`config.mk`:
```
export PLATFORM = sky130hd
export DESIGN_NAME = clock_gen
export DESIGN_NICKNAME = d
export VERILOG_FILES = /design/src/rtl/clock_gen.sv
export SDC_FILE = /design/constraint.sdc
export NUM_CORES = 1
export LEC_CHECK = 0
export ABC_CLOCK_PERIOD_IN_PS = 1300
export CAP_MARGIN = 20
export CORE_ASPECT_RATIO = 0.75
export CORE_UTILIZATION = 45
export CTS_CLUSTER_DIAMETER = 120
export DETAILED_ROUTE_END_ITERATION = 16
export PLACE_DENSITY = 0.74
export SLEW_MARGIN = 20
export SYNTH_ARGS = -nofsm -noshare
export SYNTH_HDL_FRONTEND = slang
export SYNTH_SLANG_ARGS = --single-unit
```
`constraint.sdc`:
```
create_clock -name clock -period 1.3 [get_ports clock]
set_input_delay 0.13 -clock clock [delete_from_list [all_inputs] [get_ports clock]]
set_output_delay 0.13 -clock clock [all_outputs]
set_load 0.1 [all_outputs]
```
`src/rtl/clock_gen.sv`:
```
`default_nettype none
// ============================================================================
// Module      : clock_gen
// Description : Master-clock divider bank plus speed-select switch cleaner.
//               Four independent dividers produce registered divided clocks
//               (MHz2, MHz1, KHz31, Hz250) with one-cycle period-start ticks.
//               The raw speed switches pass through a two-flop synchronizer
//               and, optionally, a millisecond-sampled debouncer.
// Ports       : clock      - master clock (50 MHz nominal)
//               n_reset    - asynchronous active-low reset
//               sw_in[1:0] - raw speed-select switches (asynchronous)
//               MHz2/MHz1/KHz31/Hz250         - divided clocks
//               tick2m/tick1m/tick31k/tick250 - period-start strobes
//               sw[1:0]    - cleaned speed select
//               sw_changed - one-cycle strobe when sw takes a new value
// Config      : define SW_DEBOUNCE_EN to insert the switch debouncer;
//               otherwise sw follows the synchronizer output directly.
// Revision    : 1.0 - initial release
// ============================================================================
module clock_gen #(
  parameter int DIV_2M   = 25,
  parameter int DIV_1M   = 50,
  parameter int DIV_31K  = 1600,
  parameter int DIV_250  = 200000,
  parameter int DB_TICK  = 50000,
  parameter int DB_COUNT = 8
) (
  input  logic       clock,
  input  logic       n_reset,
  input  logic [1:0] sw_in,
  output logic       MHz2,
  output logic       MHz1,
  output logic       KHz31,
  output logic       Hz250,
  output logic       tick2m,
  output logic       tick1m,
  output logic       tick31k,
  output logic       tick250,
  output logic [1:0] sw,
  output logic       sw_changed
);

  localparam int c_NDIV = 4;

  logic [c_NDIV-1:0] w_clk_out;
  logic [c_NDIV-1:0] w_tick_out;

  // --------------------------------------------------------------------------
  // Dividers: output goes high on the wrap DIV-1 -> 0 and low on the edge the
  // counter reaches DIV/2, so odd divisors spend the extra cycle low.
  // --------------------------------------------------------------------------
  genvar gi;
  generate
    for (gi = 0; gi < c_NDIV; gi++) begin : g_div
      localparam int c_DIV = (gi == 0) ? DIV_2M  :
                             (gi == 1) ? DIV_1M  :
                             (gi == 2) ? DIV_31K : DIV_250;
      localparam int c_W = (c_DIV > 1) ? $clog2(c_DIV) : 1;
      localparam logic [c_W-1:0] c_LAST    = c_W'(c_DIV - 1);
      localparam logic [c_W-1:0] c_HALF_M1 = c_W'(c_DIV / 2 - 1);
      localparam logic [c_W-1:0] c_ONE     = c_W'(1);

      logic [c_W-1:0] r_cnt;
      logic           r_clk;
      logic           r_tick;

      always_ff @(posedge clock or negedge n_reset) begin
        if (!n_reset) begin
          r_cnt  <= '0;
          r_clk  <= 1'b0;
          r_tick <= 1'b0;
        end else begin
          // Tick is loaded on the same edge that raises the clock output.
          r_tick <= (r_cnt == c_LAST);
          if (r_cnt == c_LAST) begin
            r_cnt <= '0;
            r_clk <= 1'b1;
          end else begin
            r_cnt <= r_cnt + c_ONE;
            if (r_cnt == c_HALF_M1) begin
              r_clk <= 1'b0;
            end
          end
        end
      end

      assign w_clk_out[gi]  = r_clk;
      assign w_tick_out[gi] = r_tick;
    end
  endgenerate

  assign MHz2    = w_clk_out[0];
  assign MHz1    = w_clk_out[1];
  assign KHz31   = w_clk_out[2];
  assign Hz250   = w_clk_out[3];
  assign tick2m  = w_tick_out[0];
  assign tick1m  = w_tick_out[1];
  assign tick31k = w_tick_out[2];
  assign tick250 = w_tick_out[3];

  // --------------------------------------------------------------------------
  // Switch synchronizer (r_sync2 is the synchronized sw_s)
  // --------------------------------------------------------------------------
  logic [1:0] r_sync1;
  logic [1:0] r_sync2;
  logic [1:0] r_sw_prev;
  logic [1:0] w_sw;

  always_ff @(posedge clock or negedge n_reset) begin
    if (!n_reset) begin
      r_sync1 <= 2'b00;
      r_sync2 <= 2'b00;
    end else begin
      r_sync1 <= sw_in;
      r_sync2 <= r_sync1;
    end
  end

`ifdef SW_DEBOUNCE_EN
  // --------------------------------------------------------------------------
  // Debouncer: sample sw_s every DB_TICK cycles. The stable counter holds
  // (times the candidate has been seen - 1), so sw loads the candidate on the
  // sample where that count reaches DB_COUNT-1. Saturation keeps reloading
  // the same value, which the change detector ignores.
  // --------------------------------------------------------------------------
  localparam int c_TW = (DB_TICK > 1) ? $clog2(DB_TICK) : 1;
  localparam int c_SW = $clog2(DB_COUNT) + 1;
  localparam logic [c_TW-1:0] c_TICK_LAST  = c_TW'(DB_TICK - 1);
  localparam logic [c_TW-1:0] c_TICK_ONE   = c_TW'(1);
  localparam logic [c_SW-1:0] c_STABLE_MAX = c_SW'(DB_COUNT - 1);
  localparam logic [c_SW-1:0] c_STABLE_ONE = c_SW'(1);

  logic [c_TW-1:0] r_db_cnt;
  logic [1:0]      r_cand;
  logic [c_SW-1:0] r_stable;
  logic [1:0]      r_sw_db;
  logic            w_sample;
  logic [1:0]      w_cand_nxt;
  logic [c_SW-1:0] w_stable_nxt;

  assign w_sample = (r_db_cnt == c_TICK_LAST);

  always_comb begin
    w_cand_nxt   = r_cand;
    w_stable_nxt = r_stable;
    if (r_sync2 != r_cand) begin
      w_cand_nxt   = r_sync2;
      w_stable_nxt = '0;
    end else if (r_stable != c_STABLE_MAX) begin
      w_stable_nxt = r_stable + c_STABLE_ONE;
    end
  end

  always_ff @(posedge clock or negedge n_reset) begin
    if (!n_reset) begin
      r_db_cnt <= '0;
      r_cand   <= 2'b00;
      r_stable <= '0;
      r_sw_db  <= 2'b00;
    end else begin
      r_db_cnt <= w_sample ? '0 : (r_db_cnt + c_TICK_ONE);
      if (w_sample) begin
        r_cand   <= w_cand_nxt;
        r_stable <= w_stable_nxt;
        if (w_stable_nxt == c_STABLE_MAX) begin
          r_sw_db <= w_cand_nxt;
        end
      end
    end
  end

  assign w_sw = r_sw_db;
`else
  // Without the debouncer the DB_* parameters have no effect.
  if (DB_TICK < 1 || DB_COUNT < 1) begin : g_db_unused
  end

  assign w_sw = r_sync2;
`endif

  // --------------------------------------------------------------------------
  // Change detector: compares against last cycle's value so an equal rewrite
  // never strobes.
  // --------------------------------------------------------------------------
  always_ff @(posedge clock or negedge n_reset) begin
    if (!n_reset) begin
      r_sw_prev <= 2'b00;
    end else begin
      r_sw_prev <= w_sw;
    end
  end

  assign sw         = w_sw;
  assign sw_changed = (w_sw != r_sw_prev);

endmodule
`default_nettype wire

```
==> impl_metrics.json, run 1 <==
{
  "status": "finished with violations",
  "violations": "setup timing",
  "tightest_slew_ns": 0.345,
  "die_w_um": 85.9,
  "clk_path_buf_depth": 2,
  "diodes": 0,
  "rows": 22,
  "synth_edf_count": 0,
  "avgSynthCellArea_um2": 11.1,
  "slew_headroom_pct": 76.8,
  "core_um2": 4980,
  "power_density_nw_per_um2": 828,
  "cp.buffers_inverters": 0,
  "synth_top_cell_area_share_pct": 56.9,
  "synth_ff_type": "dfrtp_1",
  "areaGrowthSynthToFinish_pct": 41.1,
  "required_ns": 1.49,
  "place_area_um2": 2990,
  "p_leak_nw": 1.53,
  "synthMuxAreaShare_pct": 0,
  "stdcell_count": 351,
  "cts_sinks": 54,
  "min_path_cells": 1,
  "h-tree-depth": 2,
  "port_buffers": 14,
  "die_h_um": 64.9,
  "grt_pass1_vias": 1849,
  "pin_count": 15,
  "synth_top_family_by_area": "simple AND/OR/NAND/NOR gates",
  "drt_iter0_drc": 200,
  "drt_first_pass_iters": 4,
  "synth_cells": 214,
  "num-nets-final": 290,
  "via_count": 1813,
  "crit_fanout": 3,
  "p_total_mw": 2.77,
  "die_area_um2": 5580,
  "syn-num-nets": 225,
  "cts_root_buf": "clkbuf_8",
  "synthSimpleGateAreaFrac_pct": 22.6,
  "dp_hpwl_um": 3290,
  "antenna_found_initial": 0,
  "numCtsBuffers": 5,
  "finish.utilization_pct": 67.3,
  "async_flop_share_pct": 100,
  "rsz0062_at_grt": "true",
  "crit_chain": "ha_4, nand4_1, nor2_2, nand4_1, a21o_1",
  "synth_commonest_cells": "dfrtp_1, nor2_1, xnor2_1",
  "finalCriticalPeriod_ns": 1.37,
  "yosysWarningCount": 0,
  "rr_worst_depth": 5,
  "fin_area_um2": 3350,
  "critPathArrivalTime_ns": 1.56,
  "synth-xor-area-share_pct": 10.3,
  "finalCritPeriodShare_pct": 105,
  "drive_above_1_share_pct": 39.4,
  "cp_num_cells": 5,
  "clk_latency_ns": 0.30,
  "synthAdderAreaFrac_pct": 3.69,
  "overflow": 0,
  "setup_viol": 15,
  "cp-start-kind": "flip-flop",
  "grt_pass1_wl_um": 8750,
  "timing.fmax_mhz": 730,
  "cts_tree": "done",
  "synth_compound_area_share_pct": 4.74,
  "slowest_stage": "dfrtp_2",
  "ys_seq_elements": 54,
  "post-place-ws_ns": -0.167,
  "wl_per_cell_um": 14.7,
  "synth_top_area_cell": "dfrtp_1",
  "fin_skew_ns": 0.00359,
  "synth_area_um2": 2380,
  "cp_common_cell": "nand4_1",
  "layout_setup_ws_ns": -0.0701,
  "n_fill_cell": 351,
  "hold_class": "input port to flip-flop",
  "fin_tns_setup_ns": -0.564,
  "seq_area_frac_synth_pct": 56.9,
  "synth.most_common_cell": "dfrtp_1",
  "ys_types": 34,
  "ant_nets": 0,
  "cpPeakStageDelay_ns": 0.41,
  "hold_violations": 0,
  "drt_wl_total_um": 5140,
  "place.gp.congestion": 0.867,
  "clkTransAtPathRegs_ns": 0.09,
  "start_util_pct": 47.7,
  "peakVddDrop_v": 0.000480,
  "grt_util_all_layers_pct": 20.4,
  "drc_errors": 0,
  "crit_family": "simple AND/OR/NAND/NOR gates",
  "whs_ns": 0.275,
  "grt_max_degree": 55,
  "ys_top_cells_by_area": "dfrtp_1, xnor2_1, nor2_1",
  "path_class": "flip-flop to flip-flop",
  "slew_viol_final": 0,
  "maxCapViolCount": 0,
  "routed_via_density": 5.17,
  "cp-end-kind": "flip-flop",
  "dp_cells": 330
}
[registers in the layout, indices dropped and copies added (netlist names)]
signal	cells
MHz2	1
g_div.r_cnt	40
tick2m	1
tick31k	1
r_sync1	2
tick1m	1
tick250	1
r_sw_prev	2
MHz1	1
Hz250	1
sw	2
KHz31	1
[area by class of cell]
| class | instances | area (µm²) | share of cell area [%] |
|---|---|---|---|
| sequential | 54 | 1360 | 40.6 |
| tap | 72 | 90.1 | 2.69 |
| timing repair buffer | 60 | 624 | 18.6 |
| clock buffer | 7 | 86.3 | 2.58 |
| inverter | 8 | 30.0 | 0.896 |
| multi-input combinational | 150 | 1160 | 34.6 |
[kinds of logic after synthesis]
logic type / after synthesis
AOI/OAI and AO/OA: 17
xor gates and xnor gates: 28
adders and majority gates: 7
buffers and inverters: 11
DFF: 54
and+or+nand+nor: 97
[timing repair]
| item | CTS | global route |
|---|---|---|
| gates resized for setup | 21 | 23 |
| cloned | 1 | 0 |
| endpoints found under the hold margin | 54 | 0 |
| hold buffers | 1 | 0 |
| setup buffers | 5 | 7 |
| pin swaps | 19 | 19 |
| endpoints found under the setup margin | 25 | 30 |
[layer usage]
layer  wire, µm  global-route usage, %  vias to the layer above
li1           -                      -                      872
met1       2480                   29.3                      896
met2       2390                   31.3                       38
met3        213                   4.20                        7
met4         53                   6.25                        0
met5          0                      0                        -
[worst register-to-register path, cell delays in order, from the launching register on]
cell,delay (ns)
dfrtp_2,0.41
ha_4,0.16
nand4_1,0.18
nor2_2,0.20
nand4_1,0.13
a21o_1,0.18
[path summary, 6_finish.rpt]
kind / from / slack [ns] / end
worst min register to register: r_sync1[1] / 0.38 / sw[1]
worst max-delay path: g_div[3].r_cnt[1] / -0.07 / Hz250
worst max register to register: g_div[3].r_cnt[1] / -0.07 / Hz250
min in group asynchronous: n_reset / 0.34 / g_div[3].r_cnt[14]
worst min-delay path: sw_in[1] / 0.27 / r_sync1[1]
max in group asynchronous: n_reset / 0.70 / sw[1]
[cells in the final DEF, fill, tap and decap left out, types with 6 or more instances in the layout]
cell type,synthesis,layout
buf_12,0,12
buf_4,0,39
clkbuf_8,0,6
dfrtp_1,54,47
dfrtp_2,0,7
inv_1,8,7
nand2_1,15,10
nand3_1,16,15
nand4_1,10,10
nor2_1,25,18
nor2_2,1,7
xnor2_1,18,16
xor2_1,10,10
[report_power, final]
part	leakage (nW)	internal, mW	switching, mW
clock network	0.0443	0.424	0.513
registers	0.685	1.69	0.00842
logic	0.796	0.0500	0.0904
total	1.53	2.16	0.612
Note: power is estimated with default switching activity, not from simulation.
==> inputs of run 2 (changes only) <==
Settings changed: CORE_UTILIZATION 45 to 40, PLACE_DENSITY 0.74 to 0.68.
==> impl_metrics.json, run 2 (synthesized netlist as in run 1, its figures left out) <==
{
  "start_util_pct": 43.0,
  "areaGrowthSynthToFinish_pct": 43.7,
  "status": "finished with violations",
  "dp_hpwl_um": 3500,
  "routed_via_density": 5.02,
  "h-tree-depth": 2,
  "core_um2": 5530,
  "dp_cells": 343,
  "final_common_cell": "buf_4",
  "crit_chain": "nor4b_2, nand4_1, buf_6, nor2_4, nor2_1",
  "numCtsBuffers": 5,
  "overflow": 0,
  "pin_count": 15,
  "critPathArrivalTime_ns": 1.61,
  "drt_wl_total_um": 5210,
  "drt_first_pass_iters": 4,
  "timing.fmax_mhz": 711,
  "slew_headroom_pct": 78.7,
  "crit_fanout": 5,
  "drc_errors": 0,
  "violations": "setup timing",
  "fin_area_um2": 3410,
  "cpPeakStageDelay_ns": 0.43,
  "stdcell_count": 364,
  "required_ns": 1.50,
  "cts_tree": "done",
  "die_w_um": 91.0,
  "cts_sinks": 54,
  "diodes": 0,
  "crit_family": "simple AND/OR/NAND/NOR gates",
  "grt_util_all_layers_pct": 18.2,
  "die_area_um2": 6260,
  "slowest_stage": "dfrtp_1",
  "rr_worst_depth": 5,
  "finalCriticalPeriod_ns": 1.41,
  "place.gp.congestion": 0.893,
  "crit_path_end": "g_div[3].r_cnt[3]",
  "num-nets-final": 299,
  "grt_pass1_vias": 1751,
  "regMostFlops": "g_div.r_cnt",
  "tightest_slew_ns": 0.319,
  "drt_iter0_drc": 151,
  "worstReg2RegStart": "g_div[3].r_cnt[9]",
  "layout_common_cells": "buf_4, dfrtp_1, nor2_1",
  "r2r_slack_ns": -0.11,
  "die_h_um": 68.7,
  "cp-end-kind": "flip-flop",
  "place_area_um2": 3070,
  "via_count": 1829,
  "p_leak_nw": 1.57,
  "grt_pass1_wl_um": 8690,
  "ant_nets": 0,
  "port_buffers": 14,
  "cp.buffers_inverters": 1,
  "power_density_nw_per_um2": 873,
  "hold_violations": 0,
  "rows": 23,
  "antenna_found_initial": 0,
  "drive_above_1_share_pct": 39.1,
  "setup_viol": 22,
  "r2r_end": "g_div[3].r_cnt[3]",
  "clkTransAtPathRegs_ns": 0.10,
  "grt_max_degree": 26,
  "slew_viol_final": 0,
  "hold_class": "input port to async pin",
  "maxCapViolCount": 0,
  "clk_latency_ns": 0.31,
  "finalCritPeriodShare_pct": 108,
  "p_total_mw": 2.98,
  "path_class": "flip-flop to flip-flop",
  "cp_num_cells": 5,
  "n_fill_cell": 446,
  "rsz0062_at_grt": "true",
  "peakVddDrop_v": 0.000528,
  "cp-start-kind": "flip-flop",
  "largest_reg_flops": 40,
  "clk_path_buf_depth": 2,
  "fin_skew_ns": 0.00942,
  "layout_setup_ws_ns": -0.107,
  "post-place-ws_ns": -0.182,
  "crit_start": "g_div[3].r_cnt[9]",
  "cts_root_buf": "clkbuf_8",
  "wl_per_cell_um": 14.3
}
run 2: cell count changes in the layout (fill, tap and decap cells not counted), sizes merged:
cell      change
buf           +9
clkinvlp      +1
clkbuf        -1
bufinv        +1
run 2: final cells by class:
class / instances / area (µm²) / area share (%)
clock inverters: 2 / 37.5 / 1.10
flip-flops and latches: 54 / 1360 / 39.8
well taps: 75 / 93.8 / 2.75
multi-input cells: 150 / 1140 / 33.4
repair buffers: 69 / 681 / 19.9
clock buffers: 6 / 72.6 / 2.13
inverters: 8 / 30.0 / 0.880
run 2: metal layers:
metal	wire length, µm	part of all wire (%)	vias up	global-route usage (%)
li1	-	-	891	-
met1	2690	52	894	27.0
met2	2290	44	38	26.6
met3	179	3.4	6	3.95
met4	44	0.85	0	6.15
met5	0	0	-	0
run 2: repair_timing:
item	in CTS	in global routing
buffers inserted	7	4
endpoints found under the hold margin	10	0
hold buffers	1	0
gates resized for setup	19	14
pin swaps	27	15
cloned	1	0
endpoints found under the setup margin	24	33
run 2: worst min path at each step:
stage,cells past startpoint,slack [ns],end
after floorplan,0,-0.17,Hz250
after global placement,1,0.05,g_div[3].r_cnt[6]
after detailed placement,1,0.05,g_div[3].r_cnt[8]
after CTS,1,0.24,r_sync1[1]
after global routing,1,0.24,r_sync1[0]
final,2,0.24,g_div[3].r_cnt[7]
run 2: power by group:
group	switching (mW)	internal [mW]	total [mW]
Sequential	0.00732	1.69	1.70
Clock	0.557	0.576	1.13
Combinational	0.0941	0.0555	0.150
Total	0.659	2.32	2.98
run 2: metrics by stage:
| stage | TNS (ns) | hold WS [ns] | util (%) |
|---|---|---|---|
| after floorplan | -0.0456 | -0.166 | - |
| after global placement | -1.17 | 0.0499 | 55.5 |
| after detailed placement | -2.30 | 0.0464 | 55.5 |
| after CTS | -0.734 | 0.243 | 60.3 |
| after global routing | -3.52 | 0.241 | 61.8 |
| final | -1.26 | 0.236 | 61.8 |
